$ cat src/rtl/mem_arbiter.sv
`default_nettype none
// ============================================================================
// Module   : mem_arbiter
// Purpose  : Round-robin burst arbiter sharing one memory port between an
//            I-cache (line fills) and a D-cache (fills and write-backs).
// Revision : 1.0
// ============================================================================
module mem_arbiter #(
   parameter int BURST = 4,
   parameter int AW    = 16
) (
   input  logic                     clk,
   input  logic                     rst,
   // I-cache requester
   input  logic                     i_req,
   input  logic [AW-1:0]            i_addr,
   output logic                     i_rvalid,
   output logic                     i_done,
   // D-cache requester
   input  logic                     d_req,
   input  logic                     d_we,
   input  logic [AW-1:0]            d_addr,
   input  logic [31:0]              d_wdata,
   output logic                     d_wnext,
   output logic                     d_rvalid,
   output logic                     d_done,
   // Shared read data and status
   output logic [31:0]              rdata,
   output logic [$clog2(BURST)-1:0] beat,
   output logic                     busy,
   // Shared memory port
   output logic                     mem_en,
   output logic                     mem_we,
   output logic [AW-1:0]            mem_addr,
   output logic [31:0]              mem_wdata,
   input  logic [31:0]              mem_rdata,
   input  logic                     mem_ready
);

   localparam int            BW        = $clog2(BURST);
   localparam logic [AW-1:0] LINE_MASK = AW'(BURST * 4 - 1);

   typedef enum logic [1:0] {
      S_IDLE = 2'd0,
      S_BUSY = 2'd1,
      S_DONE = 2'd2
   } state_t;

   state_t          state_q;
   logic [BW-1:0]   beat_q;
   logic [AW-1:0]   base_q;
   logic            we_q;
   logic            win_q;      // 1 = D-cache owns the transaction
   logic            last_q;     // 1 = D-cache was granted most recently
   logic            rvalid_q;
   logic [31:0]     rdata_q;

   logic            win_d;
   logic            we_d;
   logic [AW-1:0]   base_d;
   logic            busy_st;
   logic            done_st;

   // On a tie, grant whoever was not served last.
   always_comb begin
      win_d  = d_req & (~i_req | ~last_q);
      we_d   = win_d & d_we;
      base_d = (win_d ? d_addr : i_addr) & ~LINE_MASK;
   end

   always_ff @(posedge clk or negedge rst) begin
      if (!rst) begin
         state_q  <= S_IDLE;
         beat_q   <= '0;
         base_q   <= '0;
         we_q     <= 1'b0;
         win_q    <= 1'b0;
         last_q   <= 1'b0;
         rvalid_q <= 1'b0;
         rdata_q  <= '0;
      end else begin
         rvalid_q <= 1'b0;
         case (state_q)
            S_IDLE: begin
               if (i_req || d_req) begin
                  state_q <= S_BUSY;
                  win_q   <= win_d;
                  last_q  <= win_d;
                  we_q    <= we_d;
                  base_q  <= base_d;
                  beat_q  <= '0;
               end
            end
            S_BUSY: begin
               if (mem_ready) begin
                  beat_q <= beat_q + BW'(1);
                  if (!we_q) begin
                     rdata_q  <= mem_rdata;
                     rvalid_q <= 1'b1;
                  end
                  if (beat_q == BW'(BURST - 1)) begin
                     state_q <= S_DONE;
                  end
               end
            end
            S_DONE: begin
               state_q <= S_IDLE;
            end
            default: begin
               state_q <= S_IDLE;
            end
         endcase
      end
   end

   assign busy_st = (state_q == S_BUSY);
   assign done_st = (state_q == S_DONE);

   // Memory port is quiet outside BUSY so reset and idle drive all zeros.
   assign mem_en    = busy_st;
   assign mem_we    = busy_st & we_q;
   assign mem_addr  = busy_st ? (base_q | AW'({beat_q, 2'b00})) : '0;
   assign mem_wdata = busy_st ? d_wdata : '0;

   assign d_wnext  = busy_st & we_q & mem_ready;
   assign i_rvalid = rvalid_q & ~win_q;
   assign d_rvalid = rvalid_q & win_q;
   assign i_done   = done_st & ~win_q;
   assign d_done   = done_st & win_q;

   assign rdata = rdata_q;
   assign beat  = beat_q;
   assign busy  = (state_q != S_IDLE);

endmodule
`default_nettype wire

$ cat config.mk
export PLATFORM = sky130hd
export DESIGN_NAME = mem_arbiter
export DESIGN_NICKNAME = d
export VERILOG_FILES = /design/src/rtl/mem_arbiter.sv
export SDC_FILE = /design/constraint.sdc
export NUM_CORES = 1
export LEC_CHECK = 0
export ABC_CLOCK_PERIOD_IN_PS = 4300
export BUFFER_PORTS_ARGS = -buffer_cell sky130_fd_sc_hd__buf_2
export CAP_MARGIN = 20
export CORE_MARGIN = 4
export CORE_UTILIZATION = 38
export CTS_CLUSTER_SIZE = 40
export DETAILED_ROUTE_END_ITERATION = 12
export PLACE_DENSITY_LB_ADDON = 0.2
export SLEW_MARGIN = 15
export SYNTH_ARGS = -nofsm -noshare
export SYNTH_HDL_FRONTEND = slang
export SYNTH_SLANG_ARGS = --single-unit
$ cat constraint.sdc
create_clock -name clk -period 4.3 [get_ports clk]
set_clock_uncertainty 0.1 [all_clocks]
set_input_delay 0.645 -clock clk [delete_from_list [all_inputs] [get_ports clk]]
set_output_delay 0.645 -clock clk [all_outputs]
set_load 0.005 [all_outputs]
==> results.json, run 1 <==
{
  "outcome": "complete, no violations",
  "drt-total-wl_um": 6563,
  "setup_viol": 0,
  "final_cell_mix": "buf_2 (181), dfrtp_1 (51), and2_1 (48), mux2_2 (47), mux2_4 (9)",
  "first_iter_violations": 47,
  "tightest_slew_ns": 0.6440,
  "netlist_area_um2": 2484,
  "dpl.hpwl_um": 5234,
  "setup.worst_path.class": "reg2out",
  "fmax_mhz": 398.6,
  "grt_max_degree": 52,
  "worstPathRequired_ns": 3.56,
  "slew_violations": 0,
  "gp_congestion": 0.6999,
  "grt_pass1_vias": 2043,
  "num_antenna_cells": 0,
  "synth_area_per_cell_um2": 12.80,
  "rr_worst_depth": 4,
  "clk_pin_slew_ns": 0.09,
  "yosys-top-cells-area": "dfrtp_1 (51%), mux2_2 (21%), and2_1 (12%), mux2_4 (5.4%), buf_4 (1.5%)",
  "antenna_found_initial": 0,
  "coreArea_um2": 6350,
  "leakagePower_nw": 1.890,
  "grt_pass1_wl_um": 9763,
  "root_buffer": "clkbuf_8",
  "antenna_left": 0,
  "dp.cells": 445,
  "critPathArrivalTime_ns": 1.76,
  "drt-vias-per-instance": 4.598,
  "p_per_area_nw_per_um2": 617.1,
  "synthDistinctLibCells": 27,
  "grt_usage": 0.1604,
  "synthCells": 194,
  "timing.final.crit_share": 0.5835,
  "synthDominantCellAreaShare": 0.5139,
  "reg2reg_to": "rdata[9]",
  "cts_setup_buffers": 0,
  "fin_setup_tns_ns": 0,
  "port_buffers": 181,
  "yosysSeqAreaShare": 0.5139,
  "peakVddDrop_mv": 0.3118,
  "cts-resized-gates": 0,
  "worst-path-max-fanout": 43,
  "r2r_start": "state_q[1]",
  "crit_path_start_kind": "flip-flop",
  "cts_hold_buf": 0,
  "drtPass1Iterations": 2,
  "rows": 29,
  "start_util": 0.3911,
  "insertion_delay_ns": 0.30,
  "routedWlPerCell_um": 14.49,
  "rsz0062_at_grt": "no",
  "finalHoldViolCount": 0,
  "r2r_slack_ns": 2.51,
  "die_h_um": 88.85,
  "ys_ff_latch": 51,
  "cts_tree": "done",
  "yosys.area.top_type": "dfrtp_1",
  "route.detailed.drc": 0,
  "io_pins": 192,
  "syn_to_final_growth_pct": 42.42,
  "dieArea_um2": 7893,
  "yosys_warnings": 0,
  "drive_gt1_frac": 0.6729,
  "overflow": 0,
  "stdcell_count": 453,
  "period_needed_ns": 2.509,
  "fp.dieW_um": 88.85,
  "vias": 2083,
  "drv_cap": 0,
  "final_nets": 478,
  "p_total_mw": 2.183,
  "crit_path_end_kind": "primary output",
  "hold_path.class": "in2async",
  "clock_path_buffers": 2,
  "max_slew_margin": 0.5707,
  "numCtsBuffers": 5,
  "htree_levels": 2,
  "final_common_cell": "buf_2",
  "clock-sinks": 51
}
worst max-delay path: stages (launching register included):
cell and delay (ns):
dfrtp_1 0.41, nor2b_2 0.38, buf_4 0.36, and2_1 0.20, buf_2 0.12
worst max-delay path by stage:
stage,cells after the start,from,end
after detailed placement,4,state_q[0],mem_wdata[9]
after global placement,4,state_q[0],mem_wdata[8]
after CTS,4,state_q[0],mem_wdata[9]
after global routing,4,state_q[0],mem_wdata[9]
final,4,state_q[0],mem_wdata[9]
after floorplan,3,state_q[0],mem_wdata[10]
per-stage QoR:
stage | hold WS, ns | util | setup slack, ns | instance area (um^2)
after floorplan | 0.2494 | - | 2.451 | 2487
after global placement | 0.3788 | 0.5433 | 2.106 | 3450
after detailed placement | 0.3857 | 0.5433 | 2.061 | 3450
after CTS | 0.3661 | 0.5570 | 1.715 | 3537
after global routing | 0.3898 | 0.5570 | 1.624 | 3537
final | 0.3515 | 0.5570 | 1.791 | 3537
sequential cells by signal, indices dropped and copies added (netlist names):
register / count
base_q: 12
beat: 2
last_q: 1
rdata: 32
rvalid_q: 1
state_q: 2
we_q: 1
final cells by class:
cell class	instances	area (um^2)
clock buffers	5	68.82
clock inverters	3	18.77
fillers	588	2813
inverters	2	7.507
multi-input cells	130	1134
flip-flops and latches	51	1276
well taps	77	96.34
repair buffers	185	935.9
cell usage after synthesis:
| cell | n |
|---|---|
| buf_6 | 1 |
| a31oi_1 | 1 |
| nor2_1 | 1 |
| nor3b_1 | 1 |
| dfrtp_1 | 51 |
| nand3_1 | 1 |
| inv_1 | 2 |
| buf_2 | 1 |
| and2_1 | 48 |
| conb_1 | 1 |
| and3b_1 | 1 |
| and3_1 | 2 |
| nand2_1 | 4 |
| o21ai_1 | 1 |
| mux2i_1 | 1 |
| a21oi_1 | 1 |
| ha_1 | 1 |
| clkbuf_1 | 5 |
| o21ai_0 | 2 |
| nor2b_1 | 2 |
| nand3b_1 | 1 |
| mux2_2 | 47 |
| buf_4 | 5 |
| a21bo_4 | 1 |
| o2bb2ai_1 | 1 |
| mux2_4 | 9 |
| nor2_2 | 2 |
kinds of logic after synthesis:
kind of cell	after synthesis	share of synthesized area
and+or+nand+nor	63	0.1552
AOI/OAI and AO/OA	7	0.02066
DFF	51	0.5139
muxes	57	0.2715
other	1	0.001510
adders and majority gates	1	0.005037
buffers and inverters	14	0.03224
where the power goes:
group / leakage [nW] / switching, mW / internal, mW
combinational: 1.24 / 0.449 / 0.622
clock: 0.0483 / 0.155 / 0.115
sequential: 0.602 / 0.125 / 0.718
routing by layer:
| metal | track usage | wire (um) | vias to the layer above |
|---|---|---|---|
| li1 | - | - | 1007 |
| met1 | 0.1637 | 2163 | 965 |
| met2 | 0.3030 | 3465 | 107 |
| met3 | 0.05680 | 893 | 4 |
| met4 | 0.04945 | 40 | 0 |
| met5 | 0 | 0 | - |
Note: power is estimated with default switching activity, not from simulation.
==> inputs of run 2 (changes only) <==
- ABC_CLOCK_PERIOD_IN_PS: 4300 -> 2230
- CORE_UTILIZATION: 38 -> 36
- clock period: 4.3 -> 2.23 ns (I/O delays scaled with it)
==> run 2 against run 1 <==
Hold slack got worse by 0.19 ns. Sequential power increased by 92%. Critical path depth unchanged. Design area increased by 0.96%. Global-route usage about the same. Flip-flop and latch count unchanged. Sequential share of layout area decreased by 0.34 points. Die area increased by 5.0%. Largest cell class unchanged. Highest routed layer unchanged.
==> results.json, run 2 (same netlist as run 1, synthesis figures left out) <==
{
  "outcome": "complete, no violations",
  "cts_tree": "done",
  "crit_path_start_kind": "flip-flop",
  "multiInputGateArea_um2": 1134,
  "largest_reg_flops": 32,
  "rows": 30,
  "htree_levels": 2,
  "drv_cap": 0,
  "dieArea_um2": 8292,
  "crit_path_end_kind": "primary output",
  "drt-vias-per-instance": 4.630,
  "timing.final.crit_share": 0.8807,
  "critPathSlowestCell": "dfrtp_1",
  "hold_path.class": "in2reg",
  "nFillCells": 635,
  "cts-resized-gates": 0,
  "clk_pin_slew_ns": 0.10,
  "routedWlPerCell_um": 14.50,
  "grt_pass1_vias": 2213,
  "grt_usage": 0.1600,
  "finalHoldViolCount": 0,
  "clock_path_buffers": 2,
  "tightest_slew_ns": 0.6162,
  "grt_max_degree": 40,
  "seq_area_um2": 1276,
  "num_antenna_cells": 0,
  "crit_buf_inv": 2,
  "gp_congestion": 0.7265,
  "vias": 2130,
  "io_pins": 192,
  "die_h_um": 91.06,
  "overflow": 0,
  "first_iter_violations": 48,
  "max_slew_margin": 0.5864,
  "start_util": 0.3676,
  "path_cells": "nor2b_2, buf_4, and2_1, buf_2",
  "rsz0062_at_grt": "no",
  "stdcell_count": 460,
  "insertion_delay_ns": 0.30,
  "leakagePower_nw": 1.901,
  "peakVddDrop_mv": 0.5786,
  "drtPass1Iterations": 4,
  "final_cell_mix": "buf_2 (181), dfrtp_1 (51), and2_1 (48), mux2_2 (47), mux2_4 (9)",
  "numCtsBuffers": 5,
  "worst-path-max-fanout": 39,
  "drive_gt1_frac": 0.6711,
  "drt-total-wl_um": 6671,
  "grt_pass1_wl_um": 10800,
  "period_needed_ns": 1.964,
  "dpl.hpwl_um": 5364,
  "slew_violations": 0,
  "route.detailed.drc": 0,
  "crit_family": "flip-flops",
  "fin_setup_tns_ns": 0,
  "root_buffer": "clkbuf_8",
  "fmax_mhz": 509.2,
  "syn_to_final_growth_pct": 43.78,
  "final_common_cell": "buf_2",
  "setup_viol": 0,
  "antenna_found_initial": 0,
  "port_buffers": 181,
  "fp.dieW_um": 91.06,
  "dp.cells": 451,
  "clock-sinks": 51,
  "p_per_area_nw_per_um2": 1190,
  "coreArea_um2": 6756,
  "antenna_left": 0,
  "cpPeakStageDelay_ns": 0.43,
  "final_nets": 482,
  "final_util": 0.5285,
  "worstPathRequired_ns": 1.80,
  "setup.worst_path.class": "reg2out",
  "critPathArrivalTime_ns": 1.53
}
==> run 2: cell count changes in the layout (fill, tap and decap cells not counted), sizes merged <==
cell	previous run	this run
clkinv	2	1
clkinvlp	0	1
clkbuf	5	6
inv	3	2
dlygate4sd3	0	1
buf	185	188
==> run 2: final timing paths <==
path	start	to	slack (ns)	cells after the start
worst max-delay path	state_q[0]	mem_wdata[26]	0.27	4
worst min-delay path	mem_rdata[24]	rdata[24]	0.16	2
worst max register to register	state_q[0]	base_q[8]	0.49	4
worst min register to register	base_q[13]	base_q[13]	0.40	1
max in group asynchronous	rst	rdata[17]	0.91	3
min in group asynchronous	rst	rvalid_q	0.48	2
==> run 2: power breakdown <==
group,switching (mW),internal (mW),total (mW)
sequential,0.239,1.39,1.62
combinational,0.882,1.22,2.10
clock,0.299,0.220,0.519
total,1.42,2.83,4.25
==> run 2: metal layers <==
layer,track usage,vias to the layer above,routed length [um]
met5,0,-,0
met4,0.03518,0,69
met3,0.05468,8,732
met2,0.2814,117,3216
met1,0.1882,990,2653
li1,-,1015,-
==> run 2: through the flow <==
stage               power [mW]  instance area [um^2]  setup WS (ns)  hold slack, ns
global route             4.612                  3571         0.1092          0.1412
CTS                      4.340                  3571         0.2434          0.1433
floorplan                2.801                  2487         0.6711        -0.06109
detailed placement       3.803                  3476         0.3461          0.2639
finish                   4.248                  3571         0.2660          0.1576
global placement         3.729                  3476         0.3679          0.2495
==> run 2: what timing repair did <==
item,CTS,global route
endpoints found under the hold margin,23,0
hold buffers,1,0
buffers inserted,0,0
==> run 2: layout make-up <==
class	instances	area share
clock buffer	6	0.02032
timing repair buffer	189	0.2712
inverter	2	0.002102
tap	80	0.02803
clock inverter	2	0.003504
sequential	51	0.3574
multi-input combinational	130	0.3175
==> run 2: worst register-to-register path: stages (launching register included) <==
cell	delay [ns]
dfrtp_1	0.43
nor2_2	0.10
o21ai_1	0.35
buf_4	0.29
mux2_2	0.35
